$ cat src/rtl/mem_seq_pkg.sv
// mem_seq_pkg: shared types and constants for the memory sequencing controller.
// Holds the sequencer state encoding, word/alignment constants, the default
// reset fetch address and a small alignment helper.
package mem_seq_pkg;

  // Sequencer phase: SYNC waits for the memory's fetch phase, then the
  // controller alternates FETCH/EXEC in lock-step with the memory's E flag.
  typedef enum logic [1:0] {
    SYNC  = 2'd0,
    FETCH = 2'd1,
    EXEC  = 2'd2
  } seq_state_e;

  localparam int unsigned WORD_BYTES       = 32'd4;
  localparam logic [1:0]  ALIGN_MASK       = 2'b11;
  localparam logic [31:0] DEFAULT_RESET_PC = 32'h0000_0000;

  // True when the low address bits select a non-word-aligned byte.
  function automatic logic is_misaligned(input logic [1:0] lsb_i);
    return (lsb_i & ALIGN_MASK) != 2'b00;
  endfunction

endpackage

$ cat src/rtl/mem_seq_pc.sv
// mem_seq_pc: program counter for mem_seq_ctrl.
// Owns the pc register, the branch redirect mux (targets are forced to a word
// boundary), the +4 sequential incrementer and the redirect alignment check.
// The pc only advances when the controller commits a fetch.
module mem_seq_pc
  import mem_seq_pkg::*;
#(
  parameter int unsigned       ADDR_W   = 32,
  parameter logic [ADDR_W-1:0] RESET_PC = ADDR_W'(DEFAULT_RESET_PC)
) (
  input  logic              clk_i,
  input  logic              rst_i,
  input  logic              br_valid_i,
  input  logic [ADDR_W-1:0] br_target_i,
  input  logic              commit_i,
  output logic [ADDR_W-1:0] pc_o,
  output logic [ADDR_W-1:0] fa_o,
  output logic              br_misalign_o
);

  logic [ADDR_W-1:0] pc_q;
  logic [ADDR_W-1:0] pc_d;
  logic [ADDR_W-1:0] fa_s;
  logic              br_mis_s;

  // Fetch address: word-aligned redirect target when branching, else pc.
  always_comb begin
    fa_s     = pc_q;
    br_mis_s = 1'b0;
    if (br_valid_i) begin
      fa_s     = {br_target_i[ADDR_W-1:2], 2'b00};
      br_mis_s = is_misaligned(br_target_i[1:0]);
    end else begin
      fa_s     = pc_q;
      br_mis_s = 1'b0;
    end
  end

  // Next pc: the word after the committed fetch address; wraps naturally.
  always_comb begin
    pc_d = pc_q;
    if (commit_i) begin
      pc_d = fa_s + ADDR_W'(WORD_BYTES);
    end else begin
      pc_d = pc_q;
    end
  end

  // pc register with asynchronous reset to the boot address.
  always_ff @(posedge clk_i or posedge rst_i) begin
    if (rst_i) begin
      pc_q <= RESET_PC;
    end else begin
      pc_q <= pc_d;
    end
  end

  assign pc_o          = pc_q;
  assign fa_o          = fa_s;
  assign br_misalign_o = br_mis_s;

endmodule

$ cat src/rtl/mem_seq_ctrl.sv
// mem_seq_ctrl: processor-side initiator for the main memory's alternating
// fetch/execute protocol. Tracks the memory phase flag, drives next-PC, data
// address, write data and store strobe, and returns the fetched instruction
// and load data to the core as single-cycle valid pulses.
// Optional feature macro: SEQ_RETIRE_CNT_EN adds a 32-bit retire_cnt output
// counting delivered instructions.
module mem_seq_ctrl
  import mem_seq_pkg::*;
#(
  parameter int unsigned       ADDR_W   = 32,
  parameter int unsigned       DATA_W   = 32,
  parameter logic [ADDR_W-1:0] RESET_PC = ADDR_W'(DEFAULT_RESET_PC)
) (
  input  logic              clk,
  input  logic              Reset,
  input  logic              ls_valid,
  input  logic              ls_store,
  input  logic [ADDR_W-1:0] ls_addr,
  input  logic [DATA_W-1:0] ls_wdata,
  output logic              ls_ready,
  output logic              ld_valid,
  output logic [DATA_W-1:0] ld_data,
  input  logic              br_valid,
  input  logic [ADDR_W-1:0] br_target,
  output logic              instr_valid,
  output logic [DATA_W-1:0] instr,
  output logic [ADDR_W-1:0] instr_pc,
  output logic              align_err,
  output logic [ADDR_W-1:0] mem_next_pc,
  output logic [ADDR_W-1:0] mem_addr,
  output logic [DATA_W-1:0] mem_wdata,
  output logic              mem_s,
  input  logic              mem_e,
  input  logic [DATA_W-1:0] mem_mout
`ifdef SEQ_RETIRE_CNT_EN
  ,
  output logic [31:0]       retire_cnt
`endif
);

  seq_state_e        state_q;
  seq_state_e        state_d;

  logic [ADDR_W-1:0] pc_s;
  logic [ADDR_W-1:0] fa_s;
  logic              br_mis_s;

  logic              fetch_ok_s;
  logic              exec_ok_s;
  logic              ls_mis_s;
  logic              accept_s;
  logic              accept_load_s;

  logic [ADDR_W-1:0] last_fa_q,     last_fa_d;
  logic [ADDR_W-1:0] instr_pc_q,    instr_pc_d;
  logic [ADDR_W-1:0] mem_addr_q,    mem_addr_d;
  logic [DATA_W-1:0] mem_wdata_q,   mem_wdata_d;
  logic [DATA_W-1:0] instr_q,       instr_d;
  logic [DATA_W-1:0] ld_data_q,     ld_data_d;
  logic              instr_valid_q, instr_valid_d;
  logic              ld_valid_q,    ld_valid_d;
  logic              ld_pend_q,     ld_pend_d;
  logic              align_err_q,   align_err_d;

  mem_seq_pc #(
    .ADDR_W   (ADDR_W),
    .RESET_PC (RESET_PC)
  ) u_pc (
    .clk_i         (clk),
    .rst_i         (Reset),
    .br_valid_i    (br_valid),
    .br_target_i   (br_target),
    .commit_i      (fetch_ok_s),
    .pc_o          (pc_s),
    .fa_o          (fa_s),
    .br_misalign_o (br_mis_s)
  );

  // Phase qualifiers: a state only does work when the memory agrees on the phase.
  always_comb begin
    fetch_ok_s    = (state_q == FETCH) && (mem_e == 1'b0);
    exec_ok_s     = (state_q == EXEC) && (mem_e == 1'b1);
    ls_mis_s      = is_misaligned(ls_addr[1:0]);
    accept_s      = exec_ok_s && ls_valid;
    accept_load_s = accept_s && !ls_store && !ls_mis_s;
  end

  // Next-state logic: lock-step FETCH/EXEC, fall back to SYNC on phase loss.
  always_comb begin
    state_d = state_q;
    case (state_q)
      SYNC: begin
        if (mem_e == 1'b0) begin
          state_d = FETCH;
        end else begin
          state_d = SYNC;
        end
      end
      FETCH: begin
        if (mem_e == 1'b1) begin
          state_d = SYNC;
        end else begin
          state_d = EXEC;
        end
      end
      EXEC: begin
        if (mem_e == 1'b0) begin
          state_d = SYNC;
        end else begin
          state_d = FETCH;
        end
      end
      default: state_d = SYNC;
    endcase
  end

  // Memory-side and handshake outputs; the strobe is only raised for an
  // aligned store accepted in a valid execute phase.
  always_comb begin
    mem_next_pc = pc_s;
    ls_ready    = 1'b0;
    mem_s       = 1'b0;
    mem_addr    = mem_addr_q;
    mem_wdata   = mem_wdata_q;
    case (state_q)
      SYNC:  mem_next_pc = pc_s;
      FETCH: mem_next_pc = fa_s;
      EXEC: begin
        mem_next_pc = last_fa_q;
        ls_ready    = exec_ok_s;
        if (accept_s) begin
          mem_addr  = ls_addr;
          mem_wdata = ls_wdata;
          mem_s     = ls_store && !ls_mis_s;
        end else begin
          mem_addr  = mem_addr_q;
          mem_wdata = mem_wdata_q;
          mem_s     = 1'b0;
        end
      end
      default: mem_next_pc = pc_s;
    endcase
  end

  // Capture and pulse logic: instruction at the execute edge, load data at
  // the following fetch edge, alignment errors one cycle after the event.
  always_comb begin
    last_fa_d     = last_fa_q;
    instr_pc_d    = instr_pc_q;
    mem_addr_d    = mem_addr_q;
    mem_wdata_d   = mem_wdata_q;
    instr_d       = instr_q;
    ld_data_d     = ld_data_q;
    instr_valid_d = exec_ok_s;
    ld_pend_d     = accept_load_s;
    ld_valid_d    = fetch_ok_s && ld_pend_q;
    align_err_d   = (fetch_ok_s && br_mis_s) || (accept_s && ls_mis_s);

    if (fetch_ok_s) begin
      last_fa_d  = fa_s;
      instr_pc_d = fa_s;
    end else begin
      last_fa_d  = last_fa_q;
      instr_pc_d = instr_pc_q;
    end

    if (exec_ok_s) begin
      instr_d = mem_mout;
    end else begin
      instr_d = instr_q;
    end

    if (accept_s) begin
      mem_addr_d  = ls_addr;
      mem_wdata_d = ls_wdata;
    end else begin
      mem_addr_d  = mem_addr_q;
      mem_wdata_d = mem_wdata_q;
    end

    if (fetch_ok_s && ld_pend_q) begin
      ld_data_d = mem_mout;
    end else begin
      ld_data_d = ld_data_q;
    end
  end

  // State register.
  always_ff @(posedge clk or posedge Reset) begin
    if (Reset) begin
      state_q <= SYNC;
    end else begin
      state_q <= state_d;
    end
  end

  // Datapath registers; reset drops any in-flight load or fetch.
  always_ff @(posedge clk or posedge Reset) begin
    if (Reset) begin
      last_fa_q     <= RESET_PC;
      instr_pc_q    <= {ADDR_W{1'b0}};
      mem_addr_q    <= {ADDR_W{1'b0}};
      mem_wdata_q   <= {DATA_W{1'b0}};
      instr_q       <= {DATA_W{1'b0}};
      ld_data_q     <= {DATA_W{1'b0}};
      instr_valid_q <= 1'b0;
      ld_valid_q    <= 1'b0;
      ld_pend_q     <= 1'b0;
      align_err_q   <= 1'b0;
    end else begin
      last_fa_q     <= last_fa_d;
      instr_pc_q    <= instr_pc_d;
      mem_addr_q    <= mem_addr_d;
      mem_wdata_q   <= mem_wdata_d;
      instr_q       <= instr_d;
      ld_data_q     <= ld_data_d;
      instr_valid_q <= instr_valid_d;
      ld_valid_q    <= ld_valid_d;
      ld_pend_q     <= ld_pend_d;
      align_err_q   <= align_err_d;
    end
  end

  assign instr_valid = instr_valid_q;
  assign instr       = instr_q;
  assign instr_pc    = instr_pc_q;
  assign ld_valid    = ld_valid_q;
  assign ld_data     = ld_data_q;
  assign align_err   = align_err_q;

`ifdef SEQ_RETIRE_CNT_EN
  logic [31:0] retire_cnt_q;
  logic [31:0] retire_cnt_d;

  // Retired-instruction count: one per delivered instruction, wraps at 2^32.
  always_comb begin
    retire_cnt_d = retire_cnt_q;
    if (instr_valid_q) begin
      retire_cnt_d = retire_cnt_q + 32'd1;
    end else begin
      retire_cnt_d = retire_cnt_q;
    end
  end

  // Retire counter register.
  always_ff @(posedge clk or posedge Reset) begin
    if (Reset) begin
      retire_cnt_q <= 32'd0;
    end else begin
      retire_cnt_q <= retire_cnt_d;
    end
  end

  assign retire_cnt = retire_cnt_q;
`endif

endmodule
$ cat config.mk
export PLATFORM = sky130hd
export DESIGN_NAME = mem_seq_ctrl
export DESIGN_NICKNAME = d
export VERILOG_FILES = /design/src/rtl/mem_seq_pkg.sv /design/src/rtl/mem_seq_pc.sv /design/src/rtl/mem_seq_ctrl.sv
export SDC_FILE = /design/constraint.sdc
export NUM_CORES = 1
export LEC_CHECK = 0
export CORE_ASPECT_RATIO = 1.5
export CORE_MARGIN = 2
export CORE_UTILIZATION = 25
export DETAILED_ROUTE_END_ITERATION = 10
export GPL_TIMING_DRIVEN = 1
export SYNTH_ARGS = -nofsm -noshare
export SYNTH_HDL_FRONTEND = slang
export SYNTH_HIERARCHICAL = 1
export SYNTH_SLANG_ARGS = --single-unit
$ cat constraint.sdc
create_clock -name clk -period 14.1 [get_ports clk]
set_clock_uncertainty 0.2 [all_clocks]
set_input_delay 2.82 -clock clk [delete_from_list [all_inputs] [get_ports clk]]
set_output_delay 2.82 -clock clk [all_outputs]
set_load 0.1 [all_outputs]
; ---- Yosys cells after proc, flatten, opt, wreduce, memory -nomap -nowiden
; Index checks and enable logic that the tools add are counted.
; Widths: inputs -> output; s select.
[word_totals]
regBits = 198
latch_bits = 0
ram_bits = 0
mem_bits_ro = 0
input_bits = 134
output_inout_bits = 197
wordCells = 44
mem_count = 0
[op_classes]
n_addsub = 1
n_mul = 0
n_div = 0
magnitude_cmp = 0
eq_ne = 2
shift = 0
mux = 14
n_bitwise = 1
reduce_logical = 15
[op_table]
columns = cell, n
row1 = $mux 32, 5
row2 = $pmux 32 s2, 1
row3 = $add 32x3->32 const B, 1
row4 = $logic_and 1x1->1, 9
row5 = $mux 1, 6
row6 = $pmux 2 s3, 1
row7 = $reduce_bool 2->1, 2
row8 = $eq 2x1->1 const B, 1
row9 = $eq 2x2->1 const B, 1
row10 = $logic_not 1->1, 2
row11 = $logic_not 2->1, 1
row12 = $mux 2, 1
row13 = $logic_or 1x1->1, 1
row14 = $not 1->1, 1

; ---- Depth between registers and ports, before layout
[depth]
depth_word = 5
depth_mapped = 15
mapped_depth_nobuf = 9

; ---- Modules after synthesis
; Netlist, hierarchy kept.
[modules_own_cells]
columns = mod, instances, cells_per_inst, area_each_um2, seq_area_each_um2
row1 = mem_seq_ctrl, 1, 546, 7913.8, 4154.0
row2 = mem_seq_pc, 1, 255, 2368.5, 800.8

; ---- Worst setup path after synthesis
; OpenSTA, ideal clock, no wires.
[synth_timing]
path_kind = input to output
startpoint = input br_valid
endpoint = output mem_next_pc[2]
t_arrival_ns = 5.609
t_required_ns = 11.080
path_slack_ns = 5.471
cell_stages = 8
path_buffers = 5
path_cell_list = buf_6 -> buf_4 -> buf_2 -> buf_2 -> buf_2 -> o21ai_0 -> a22oi_1 -> a21oi_1
[synth_via]
elab_chain_cells = 2
[synth_rtl]
columns = item, line_no
row1 = "start, declared", mem_seq_ctrl.sv:23  ; input logic br_valid,
row2 = $mux 32, mem_seq_pc.sv:30  ; if (br_valid_i) begin
row3 = via fa_s[2], mem_seq_ctrl.sv:45  ; logic [ADDR_W-1:0] fa_s;
row4 = $pmux 32 s2, mem_seq_ctrl.sv:125  ; case (state_q)
row5 = "end, declared", mem_seq_ctrl.sv:29  ; output logic [ADDR_W-1:0] mem_next_pc,
; The timed path passes the listed nets, and every way through them passes these cells.

; ---- Final worst setup path
[layout_timing]
startpoint = input mem_e
endpoint = output mem_addr[22]
[layout_via]
elab_chain_cells = 4
[layout_rtl]
columns = item, line_no
row1 = "start, declared", mem_seq_ctrl.sv:33  ; input logic mem_e,
row2 = $logic_and 1x1->1, mem_seq_ctrl.sv:82  ; exec_ok_s = (state_q == EXEC) && (mem_e == 1'b1);
row3 = $logic_and 1x1->1, mem_seq_ctrl.sv:84  ; accept_s = exec_ok_s && ls_valid;
row4 = $mux 32, --
row5 = $mux 32, mem_seq_ctrl.sv:125
row6 = "end, declared", mem_seq_ctrl.sv:30  ; output logic [ADDR_W-1:0] mem_addr,
; No other way between the ends.

==> results.json <==
{
  "async_reset_ff_share_pct": 100.0,
  "grt_max_degree": 129,
  "max_freq_mhz": 115.3,
  "wl_um": 30880,
  "hold_class": "flip-flop to flip-flop",
  "coreArea_um2": 40880,
  "portBuffers": 330,
  "antenna_found_initial": 4,
  "synth_area_leader_cell": "dfrtp_1",
  "rsz0062_at_grt": "false",
  "synth_common_cells": "dfrtp_1 (198), mux2_2 (166), mux2_4 (88)",
  "gp_congestion": 0.7696,
  "nFillCells": 3963,
  "cts_tree": "built",
  "status": "completed",
  "fin_tns_setup_ns": 0,
  "die_y_um": 252.4,
  "drc_errors": 0,
  "clkSinkCount": 198,
  "crit_path_start_kind": "input pin",
  "pin_count": 331,
  "ys_types": 41,
  "cp.required_ns": 11.08,
  "ys_ff_latch": 198,
  "die_area_um2": 42800,
  "synth.avg_cell_area_um2": 12.84,
  "synth_nets": 940,
  "clk_latency_ns": 0.46,
  "crit_type": "input pin to primary output",
  "rrSetupSlack_ns": 11.01,
  "cts_buffers": 17,
  "slew_headroom_pct": 27.46,
  "grt_overflow": 0,
  "post_drt_wl_per_cell_um": 18.85,
  "yosysSeqAreaShare_pct": 48.19,
  "worst_pin_slew_ns": 1.085,
  "yosysMostFrequentCell": "dfrtp_1",
  "syn_area_um2": 10280,
  "grt_util_all_layers_pct": 14.16,
  "start_util_pct": 25.16,
  "cts_root_buffer": "clkbuf_16",
  "drtAntennaViolNets": 0,
  "grt_pass1_vias": 7795,
  "setup_viol": 0,
  "maxCapViolCount": 0,
  "cts_setup_buffers": 0,
  "synth_cells": 801,
  "slew_violations": 0,
  "vias_per_cell": 4.601,
  "cts.clk_slew.worst_paths_ns": 0.07,
  "drt_first_pass_iters": 4,
  "cts_max_level": 4,
  "post-route-period-util_pct": 61.52,
  "cts_resized": 0,
  "critPathMaxFanout": 128,
  "crit_arrival_ns": 5.65,
  "synth-main-ff-cell": "dfrtp_1",
  "synth-edff-count": 0,
  "fin_nets": 1248,
  "place_hpwl_um": 22250,
  "num_rows": 91,
  "fp.dieW_um": 169.6,
  "fin_crit_ns": 8.674,
  "hold_viol": 0,
  "clockBufferDepth": 2,
  "vias": 7537,
  "dr.first_iter.drc_count": 460,
  "holdBufCountCts": 0,
  "cp-end-kind": "primary output",
  "netlist.area_leader.share_pct": 48.19,
  "syn_to_final_growth_pct": 42.67,
  "yosysWarnings": 6,
  "grt_pass1_wl_um": 45920,
  "drive_above_1_share_pct": 27.45,
  "synthTopCellsByArea": "dfrtp_1 (48%), mux2_2 (18%), mux2_4 (13%), a22oi_1 (2.6%), a21oi_1 (2.0%)"
}
## registers in the layout (all words and copies together) (netlist names)
signal and flops:
instr 32, u_pc/pc_o 32, instr_valid 1, ld_valid 1
align_err 1, ld_pend_q 1, mem_addr_q 32, mem_wdata_q 32
ld_data 32, state_q 2, instr_pc 32
## worst max-delay path: stages
cell             delay [ns]
clkdlybuf4s50_1        0.51
nand3_4                0.14
buf_12                 0.55
mux2_4                 0.29
clkdlybuf4s50_1        1.18
## per-layer routing
layer  up-vias  part of all wire (%)  wire, µm  track usage [%]
li1       3491                     -         -                -
met1      3767                    40     12310            16.06
met2       228                    52     16150            24.80
met3        49                   4.1      1279            3.038
met4         2                   3.6      1121            7.448
met5         -                 0.052        16                0
## logic make-up after synthesis
family                     Yosys count  share of synthesized area (%)
AOI/OAI and AO/OA                  100                          6.121
DFF                                198                          48.19
adders and majority gates            5                         0.6084
and+or+nand+nor                    123                          6.279
xor gates and xnor gates            24                          2.044
buffers and inverters               80                          4.076
muxes                              271                          32.68
## cells in the final DEF (no fill, tap or decap), types with 18 or more instances in the layout
| cell | n |
|---|---|
| clkdlybuf4s50_1 | 329 |
| dfrtp_1 | 198 |
| mux2_2 | 166 |
| mux2_4 | 88 |
| nor2_1 | 43 |
| a21oi_1 | 41 |
| a22oi_1 | 35 |
| inv_1 | 26 |
| nand2_1 | 22 |
| nand3_1 | 18 |
## area by class of cell
type | instances | area [µm²] | share of cell area [%]
clock buffers | 18 | 429.2 | 2.925
inverters | 28 | 110.1 | 0.7505
well taps | 511 | 639.4 | 4.358
flip-flops and latches | 198 | 4955 | 33.77
multi-input cells | 523 | 4921 | 33.54
clock inverters | 14 | 210.2 | 1.433
repair buffers | 341 | 3393 | 23.13
diodes | 5 | 12.51 | 0.08529
## path summary, 6_finish.rpt
kind                                    from  cells after the start              to
worst max-delay path                   mem_e                      5    mem_addr[22]
worst min-delay path                instr[1]                      1        instr[1]
worst max register to register  u_pc/pc_o[2]                      9   u_pc/pc_o[24]
worst min register to register      instr[1]                      1        instr[1]
max in group asynchronous              Reset                      4  mem_wdata_q[0]
min in group asynchronous              Reset                      2     instr_pc[4]
## through the flow
stage	hold WS, ns	cells	instance area (µm²)	utilization [%]	setup slack [ns]
6_report	0.3073	1638	14670	35.89	5.426
4_1_cts	0.3111	1633	14660	35.86	5.419
5_1_grt	0.3188	1636	14670	35.88	5.324
3_5_place_dp	0.2904	1601	14020	34.30	5.427
3_3_place_gp	0.2859	1601	14020	34.30	5.446
2_1_floorplan	0.2757	801	10280	-	5.471
Power is left out: the tool's default activity adds up to more than one toggle a clock period on the data nets, which glitch-free logic cannot reach.
